===== config.mk =====
export PLATFORM = sky130hd
export DESIGN_NAME = id_decode_stage
export DESIGN_NICKNAME = d
export VERILOG_FILES = /design/src/rtl/id_pkg.sv /design/src/rtl/id_decode_stage_ctrl_decode.sv /design/src/rtl/id_decode_stage.sv
export SDC_FILE = /design/constraint.sdc
export NUM_CORES = 1
export LEC_CHECK = 0
export CORE_AREA = 2 2 104 106
export CTS_CLUSTER_DIAMETER = 200
export CTS_CLUSTER_SIZE = 40
export DETAILED_ROUTE_END_ITERATION = 10
export DIE_AREA = 0 0 106 108
export GPL_ROUTABILITY_DRIVEN = 0
export HOLD_SLACK_MARGIN = 0.15
export PLACE_DENSITY = 0.83
export SETUP_SLACK_MARGIN = 0.02
export SLEW_MARGIN = 30
export SYNTH_ARGS = -nofsm -noshare
export SYNTH_HDL_FRONTEND = slang
export SYNTH_HIERARCHICAL = 1
export SYNTH_SLANG_ARGS = --single-unit

===== constraint.sdc =====
create_clock -name clk -period 6.85 [get_ports clk]
set_clock_uncertainty 0.1 [all_clocks]
set_input_delay 1.37 -clock clk [delete_from_list [all_inputs] [get_ports clk]]
set_output_delay 1.37 -clock clk [all_outputs]
set_load 0.01 [all_outputs]

===== src/rtl/id_pkg.sv =====
// Shared constants and types for the instruction decode stage.
package id_pkg;

  localparam int REG_W = 4;
  localparam int IMM_W = 16;
  localparam int OPC_W = 7;

  // Instruction field positions (LSB of each field)
  localparam int OPC_LSB = 25;
  localparam int RD_LSB  = 21;
  localparam int RS1_LSB = 17;
  localparam int RS2_LSB = 13;

  localparam logic [OPC_W-1:0] OPC_NOP = 7'b1100100;
  localparam logic [OPC_W-1:0] OPC_B   = 7'b1100000;

  typedef enum logic [1:0] {
    CLS_ALU_RR  = 2'b00,
    CLS_ALU_IMM = 2'b01,
    CLS_MEM     = 2'b10,
    CLS_CTRL    = 2'b11
  } opc_class_e;

  typedef struct packed {
    logic reg_write;
    logic mem_read;
    logic mem_write;
    logic is_branch;
    logic use_imm;
  } ctrl_t;

  // Class lives in the two most significant opcode bits
  function automatic opc_class_e opc_class(input logic [OPC_W-1:0] opc);
    return opc_class_e'(opc[OPC_W-1 -: 2]);
  endfunction

endpackage


===== src/rtl/id_decode_stage_ctrl_decode.sv =====
// Purely combinational opcode to control-flag decode.
module id_ctrl_decode
  import id_pkg::*;
#(
  parameter logic [OPC_W-1:0] NOP_OPC = OPC_NOP
) (
  input  logic [OPC_W-1:0] opcode,
  output ctrl_t            ctrl
);

  // Map opcode class (and load/store bit) onto control flags
  always_comb begin
    ctrl = '0;
    unique case (opc_class(opcode))
      CLS_ALU_RR: begin
        ctrl.reg_write = 1'b1;
      end
      CLS_ALU_IMM: begin
        ctrl.reg_write = 1'b1;
        ctrl.use_imm   = 1'b1;
      end
      CLS_MEM: begin
        ctrl.use_imm = 1'b1;
        if (opcode[0]) begin
          ctrl.mem_write = 1'b1;
        end else begin
          ctrl.mem_read  = 1'b1;
          ctrl.reg_write = 1'b1;
        end
      end
      CLS_CTRL: begin
        // NOP lives in the control class but must not look like a branch
        if (opcode != NOP_OPC) begin
          ctrl.is_branch = 1'b1;
          ctrl.use_imm   = 1'b1;
        end
      end
      default: ctrl = '0;
    endcase
  end

endmodule


===== src/rtl/id_decode_stage.sv =====
// Decode stage: IF/ID latch, field split and flag decode into ID/EX,
// load-use bubble insertion and EXE-redirect squash.
module id_decode_stage #(
  parameter int               REG_W   = id_pkg::REG_W,
  parameter int               IMM_W   = id_pkg::IMM_W,
  parameter logic [6:0]       NOP_OPC = id_pkg::OPC_NOP
) (
  input  logic             clk,
  input  logic             rst,
  input  logic             if_valid,
  input  logic [31:0]      if_pc,
  input  logic [31:0]      if_instr,
  input  logic             exeOverride,
  input  logic             exe_hold,
  output logic             stall_fetch,
  output logic             id_valid,
  output logic [31:0]      id_pc,
  output logic [6:0]       id_opcode,
  output logic [REG_W-1:0] id_rd,
  output logic [REG_W-1:0] id_rs1,
  output logic [REG_W-1:0] id_rs2,
  output logic [31:0]      id_imm,
  output logic             id_reg_write,
  output logic             id_mem_read,
  output logic             id_mem_write,
  output logic             id_is_branch,
  output logic             id_use_imm
);
  import id_pkg::*;

  logic             ifid_valid;
  logic [31:0]      ifid_pc;
  logic [31:0]      ifid_instr;

  logic [6:0]       dec_opc;
  logic [REG_W-1:0] dec_rd;
  logic [REG_W-1:0] dec_rs1;
  logic [REG_W-1:0] dec_rs2;
  logic [31:0]      dec_imm;
  ctrl_t            dec_ctrl;
  opc_class_e       dec_cls;
  logic             reads_rs1;
  logic             reads_rs2;
  logic             hazard;

  assign dec_opc = ifid_instr[OPC_LSB +: 7];
  assign dec_rd  = ifid_instr[RD_LSB  +: REG_W];
  assign dec_rs1 = ifid_instr[RS1_LSB +: REG_W];
  assign dec_rs2 = ifid_instr[RS2_LSB +: REG_W];
  assign dec_imm = {{(32-IMM_W){ifid_instr[IMM_W-1]}}, ifid_instr[IMM_W-1:0]};

  id_ctrl_decode #(
    .NOP_OPC (NOP_OPC)
  ) u_ctrl (
    .opcode (dec_opc),
    .ctrl   (dec_ctrl)
  );

  // Load-use hazard: only sources the instruction really reads count; r0 never does
  always_comb begin
    dec_cls   = opc_class(dec_opc);
    reads_rs1 = (dec_cls != CLS_CTRL);
    reads_rs2 = (dec_cls == CLS_ALU_RR) || dec_ctrl.mem_write;
    hazard    = ifid_valid && id_valid && id_mem_read && (id_rd != '0) &&
                ((reads_rs1 && (dec_rs1 == id_rd)) ||
                 (reads_rs2 && (dec_rs2 == id_rd)));
  end

  // Redirect wins over hold/hazard so fetch can take the new PC at once
  assign stall_fetch = !rst && !exeOverride && (exe_hold || hazard);

  // IF/ID latch: load when fetch is not stalled, squash on redirect
  always_ff @(posedge clk) begin
    if (rst || exeOverride) begin
      ifid_valid <= 1'b0;
      if (rst) begin
        ifid_pc    <= '0;
        ifid_instr <= '0;
      end
    end else if (!stall_fetch) begin
      ifid_valid <= if_valid;
      if (if_valid) begin
        ifid_pc    <= if_pc;
        ifid_instr <= if_instr;
      end
    end
  end

  // ID/EX latch: frozen on hold, bubble on hazard or empty IF/ID
  always_ff @(posedge clk) begin
    if (rst || exeOverride || (!exe_hold && (hazard || !ifid_valid))) begin
      id_valid     <= 1'b0;
      id_pc        <= '0;
      id_opcode    <= '0;
      id_rd        <= '0;
      id_rs1       <= '0;
      id_rs2       <= '0;
      id_imm       <= '0;
      id_reg_write <= 1'b0;
      id_mem_read  <= 1'b0;
      id_mem_write <= 1'b0;
      id_is_branch <= 1'b0;
      id_use_imm   <= 1'b0;
    end else if (!exe_hold) begin
      id_valid     <= 1'b1;
      id_pc        <= ifid_pc;
      id_opcode    <= dec_opc;
      id_rd        <= dec_rd;
      id_rs1       <= dec_rs1;
      id_rs2       <= dec_rs2;
      id_imm       <= dec_imm;
      id_reg_write <= dec_ctrl.reg_write;
      id_mem_read  <= dec_ctrl.mem_read;
      id_mem_write <= dec_ctrl.mem_write;
      id_is_branch <= dec_ctrl.is_branch;
      id_use_imm   <= dec_ctrl.use_imm;
    end
  end

endmodule


# After elaboration in Yosys (flattened, before gate mapping)
# Cells that the tools add are included.
# W data, S select, Z words.
[classes]
reduce_logical = 25
eq_ne = 9
n_mux = 14
[op_table]
columns = ["cell", "n"]
rows = [
  ["$mux W32", 7],
  ["$logic_and A1 B1 Y1", 9],
  ["$eq A4 B4 Y1", 2],
  ["$ne A7 B7 Y1 const B", 1],
  ["$logic_or A1 B1 Y1", 6],
  ["$mux W2", 3],
  ["$eq A2 B2 Y1 const B", 2],
  ["$logic_not A1 Y1", 4],
  ["$ne A2 B2 Y1 const B", 2],
  ["$pmux W1 S2", 2],
  ["$reduce_bool A4 Y1", 1],
  ["$reduce_or A2 Y1", 2],
  ["$reduce_and A3 Y1", 1],
  ["$eq A2 B1 Y1 const B", 1],
  ["$logic_not A2 Y1", 1],
  ["$mux W1", 2],
  ["$ne A2 B1 Y1 const B", 1],
  ["$reduce_bool A2 Y1", 1],
]
[totals]
elab_cells = 63
register_bits = 138
input_bits = 69

# Logic depth before layout (Yosys ltp)
[logic_depth]
word_depth = 10
depth_mapped = 7
mapped_depth_nobuf = 6

# Hierarchy
# Netlist, hierarchy kept.
[by_module_without_submodules]
columns = ["module", "instances", "cells_per_inst", "seq_area_each_um2", "area_each_um2"]
rows = [
  ["id_decode_stage", 1, 338, 3343.2, 4853.4],
  ["id_ctrl_decode", 1, 16, 0.0, 147.6],
]

# Worst setup path before layout
# Ideal clock, no wire load.
[synth_path]
path_kind = "input port to flip-flop"
start = "input exe_hold"
end = "register ifid_instr[0], enable pin"
t_arrival_ns = 2.917
cell_stages = 4
setup_ns = 0.421
path_slack_ns = 3.412
path_cell_list = "inv_2 nand2_1 nor2_1 a21o_1"
[synth_via]
elab_chain_cells = 4
[synth_rtl]
columns = ["item", "line", "source"]
rows = [
  ["start: declaration", "id_decode_stage.sv:14", "input logic exe_hold,"],
  ["$logic_or A1 B1 Y1", "id_decode_stage.sv:70", "assign stall_fetch = !rst && !exeOverride && (exe_hold || hazard);"],
  ["$logic_and A1 B1 Y1", "id_decode_stage.sv:70", ""],
  ["$ne A2 B1 Y1 (no source line)", "-", ""],
  ["$reduce_and A3 Y1 (no source line)", "-", ""],
  ["end signal: assignment", "id_decode_stage.sv:84", "ifid_instr <= if_instr;"],
  ["end: declaration", "id_decode_stage.sv:33", "logic [31:0] ifid_instr;"],
]
# Every way passes these cells.
# A chain may end at the register's enable or synchronous reset.

# Worst setup path in the final report
[layout_path]
start = "input exeOverride"
end = "output stall_fetch"
[layout_via]
elab_chain_cells = 3
[layout_rtl]
columns = ["item", "line", "source"]
rows = [
  ["start: declaration", "id_decode_stage.sv:13", "input logic exeOverride,"],
  ["$logic_not A1 Y1", "id_decode_stage.sv:70", ""],
  ["$logic_and A1 B1 Y1 (2 in series)", "id_decode_stage.sv:70", ""],
  ["end: declaration", "id_decode_stage.sv:15", "output logic stall_fetch,"],
]
# Every way passes these cells.

==> impl_metrics.tcl <==
set metrics [dict create \
    area_growth_syn_to_layout_pct 42.3 \
    netlist.area_leader.share_pct 38.4 \
    p_leak_nw 2.70 \
    path_clk_slew_ps 60 \
    slew_headroom_pct 43.8 \
    cts_tree "done" \
    synth.distinct_cells 32 \
    slew_viol_final 0 \
    status "completed" \
    antenna_cells 0 \
    grt_pass1_wl_um 17000 \
    finalSetupTns_ps 0 \
    yosysTopAreaCell "edfxtp_1" \
    tightestPinTransition_ps 843 \
    track_usage_pct 19.4 \
    ir_worst_vdd_mv 0.238 \
    rsz0062_at_grt "no" \
    clock_latency_ps 500 \
    core_area_um2 10200 \
    dieWidth_um 106 \
    antenna_found_initial 0 \
    grt_max_degree 71 \
    port_buffers 158 \
    place_inst 612 \
    min_path_type "reg2reg" \
    dp_hpwl_um 6960 \
    routed-via-count 3297 \
    drive_above_1_share_pct 9.45 \
    dieArea_um2 11400 \
    cp.required_ps 5380 \
    worst_slack_ps 2510 \
    rows 37 \
    syn_area_per_cell_um2 14.1 \
    wl_um 10800 \
    drtPass1Iterations 4 \
    arrival_ps 2870 \
    viasPerCell 5.12 \
    fin_crit_ps 4340 \
    worstPathMaxFanout 3 \
    setup_violations 0 \
    post_cts_resize_count 0 \
    syn_nets 428 \
    finalHoldViolCount 0 \
    cts-root-buf "clkbuf_8" \
    final_util_pct 69.6 \
    yosys_warnings 6 \
    endpoint_kind "primary output" \
    crit_path_start_kind "input port" \
    htree_levels 4 \
    criticalPathCategory "in2out" \
    grt_pass1_vias 3379 \
    cts_buffers 17 \
    cap_violations 0 \
    drt_iter0_drc 95 \
    cts_setup_buffers 0 \
    start_util_pct 48.9 \
    synth-edff-count 64 \
    clkSinkCount 135 \
    syn_inst 354 \
    synthFlopType "dfxtp_1" \
    die_h_um 108 \
    p_per_area_nw_per_um2 262 \
    ys_seq_area_share_pct 66.9 \
    post-place-ws_ps 2540 \
    gr-total-overflow 0 \
    ioPinCount 159 \
    drc_errors 0 \
    async_flop_share_pct 0 \
    synth_area_leaders "edfxtp_1, dfxtp_1, a22o_1" \
    antenna_left 0 \
    min_period_over_period_pct 63.4 \
    synth_area_um2 5000 \
    fmaxAchievable_ghz 0.230 \
    cts_buffer_depth 2 \
    nets 569 \
    ctsHoldBuffers 0 \
    ys_seq_elements 135 \
    instances_no_fill 644 \
    wl_per_cell_um 16.7 \
]
[metrics by stage]
| stage | total power [mW] | cell area, µm² | hold slack (ps) |
|---|---|---|---|
| 6_report | 1.86 | 7120 | 365 |
| 5_1_grt | 1.92 | 7120 | 378 |
| 4_1_cts | 1.88 | 7120 | 367 |
| 3_5_place_dp | 0.989 | 6530 | 350 |
| 3_3_place_gp | 0.985 | 6530 | 343 |
| 2_1_floorplan | 0.934 | 5000 | 342 |
[worst max-delay path, stage by stage]
cell and delay (ps):
clkdlybuf4s50_1 480, or2_1 320, a21oi_1 140, clkdlybuf4s50_1 550
[layer usage]
metal	vias up	global-route usage [%]	share of wire [%]
li1	1557	-	-
met1	1608	23.8	44
met2	124	33.2	50
met3	8	5.24	5.3
met4	0	7.05	0.98
met5	-	0	0
[placed cells by master (no fill, tap or decap), types with 2 or more instances in the layout]
| cell | instances |
|---|---|
| clkinvlp_4 | 3 |
| xnor2_1 | 2 |
| clkinv_2 | 2 |
| and2_1 | 64 |
| nand3_1 | 2 |
| clkdlybuf4s50_1 | 158 |
| nor2_4 | 2 |
| nor4_2 | 2 |
| clkbuf_16 | 16 |
| inv_6 | 2 |
| nor2_1 | 2 |
| bufinv_16 | 3 |
| ha_1 | 5 |
| dfxtp_1 | 71 |
| xor2_1 | 6 |
| clkinv_4 | 4 |
| a22o_1 | 69 |
| buf_4 | 4 |
| edfxtp_1 | 64 |
| inv_1 | 3 |
| nand2_1 | 4 |
[synth_stat cells, types with 2 or more instances]
| master | n |
|---|---|
| buf_6 | 7 |
| a21o_1 | 2 |
| clkbuf_1 | 14 |
| nand3_1 | 2 |
| inv_1 | 3 |
| nor2_1 | 4 |
| xor2_1 | 6 |
| dfxtp_1 | 71 |
| nand2_1 | 4 |
| and2_1 | 64 |
| buf_4 | 19 |
| ha_1 | 5 |
| edfxtp_1 | 64 |
| a22o_1 | 69 |
| xnor2_1 | 2 |
| nor4_2 | 2 |
[area by class of cell]
class	instances	area [µm²]
fill	724	3110
clock buffer	17	414
sequential	135	3340
clock inverter	15	179
timing repair buffer	162	1610
tap	136	170
inverter	4	15.0
multi-input combinational	175	1390
[where the power goes]
group | internal (mW) | total, mW | leakage, nW | switching [mW]
combinational | 0.0526 | 0.0891 | 1.16 | 0.0365
sequential | 0.871 | 0.882 | 1.26 | 0.0108
clock | 0.556 | 0.891 | 0.282 | 0.336
[cells by family after synthesis]
group | after synthesis | synth area share (%)
simple gates | 82 | 10.4
buf+inv | 44 | 5.78
fa+ha+maj | 5 | 1.25
compound gates | 80 | 14.3
xor+xnor | 8 | 1.40
flops | 135 | 66.9
[flip-flops by register name (all words and copies together), names as in the netlist, 4 cells and up]
register    flops
id_opcode       7
id_rd           4
id_imm         13
ifid_instr     32
id_pc          32
ifid_pc        32
id_rs1          4
id_rs2          4
[worst paths after layout]
path                                              startpoint                     end  slack, ps  depth (start not counted)
worst max-delay path                             exeOverride             stall_fetch       2510                          4
worst min-delay path               ifid_pc[23]$_SDFFCE_PP0P_  id_pc[23]$_SDFFE_PP0N_        360                          1
worst max register to register  ifid_instr[30]$_SDFFCE_PP0P_   id_pc[9]$_SDFFE_PP0N_       3840                          7
worst min register to register     ifid_pc[23]$_SDFFCE_PP0P_  id_pc[23]$_SDFFE_PP0N_        360                          1
(Power assumes the default switching activity.)
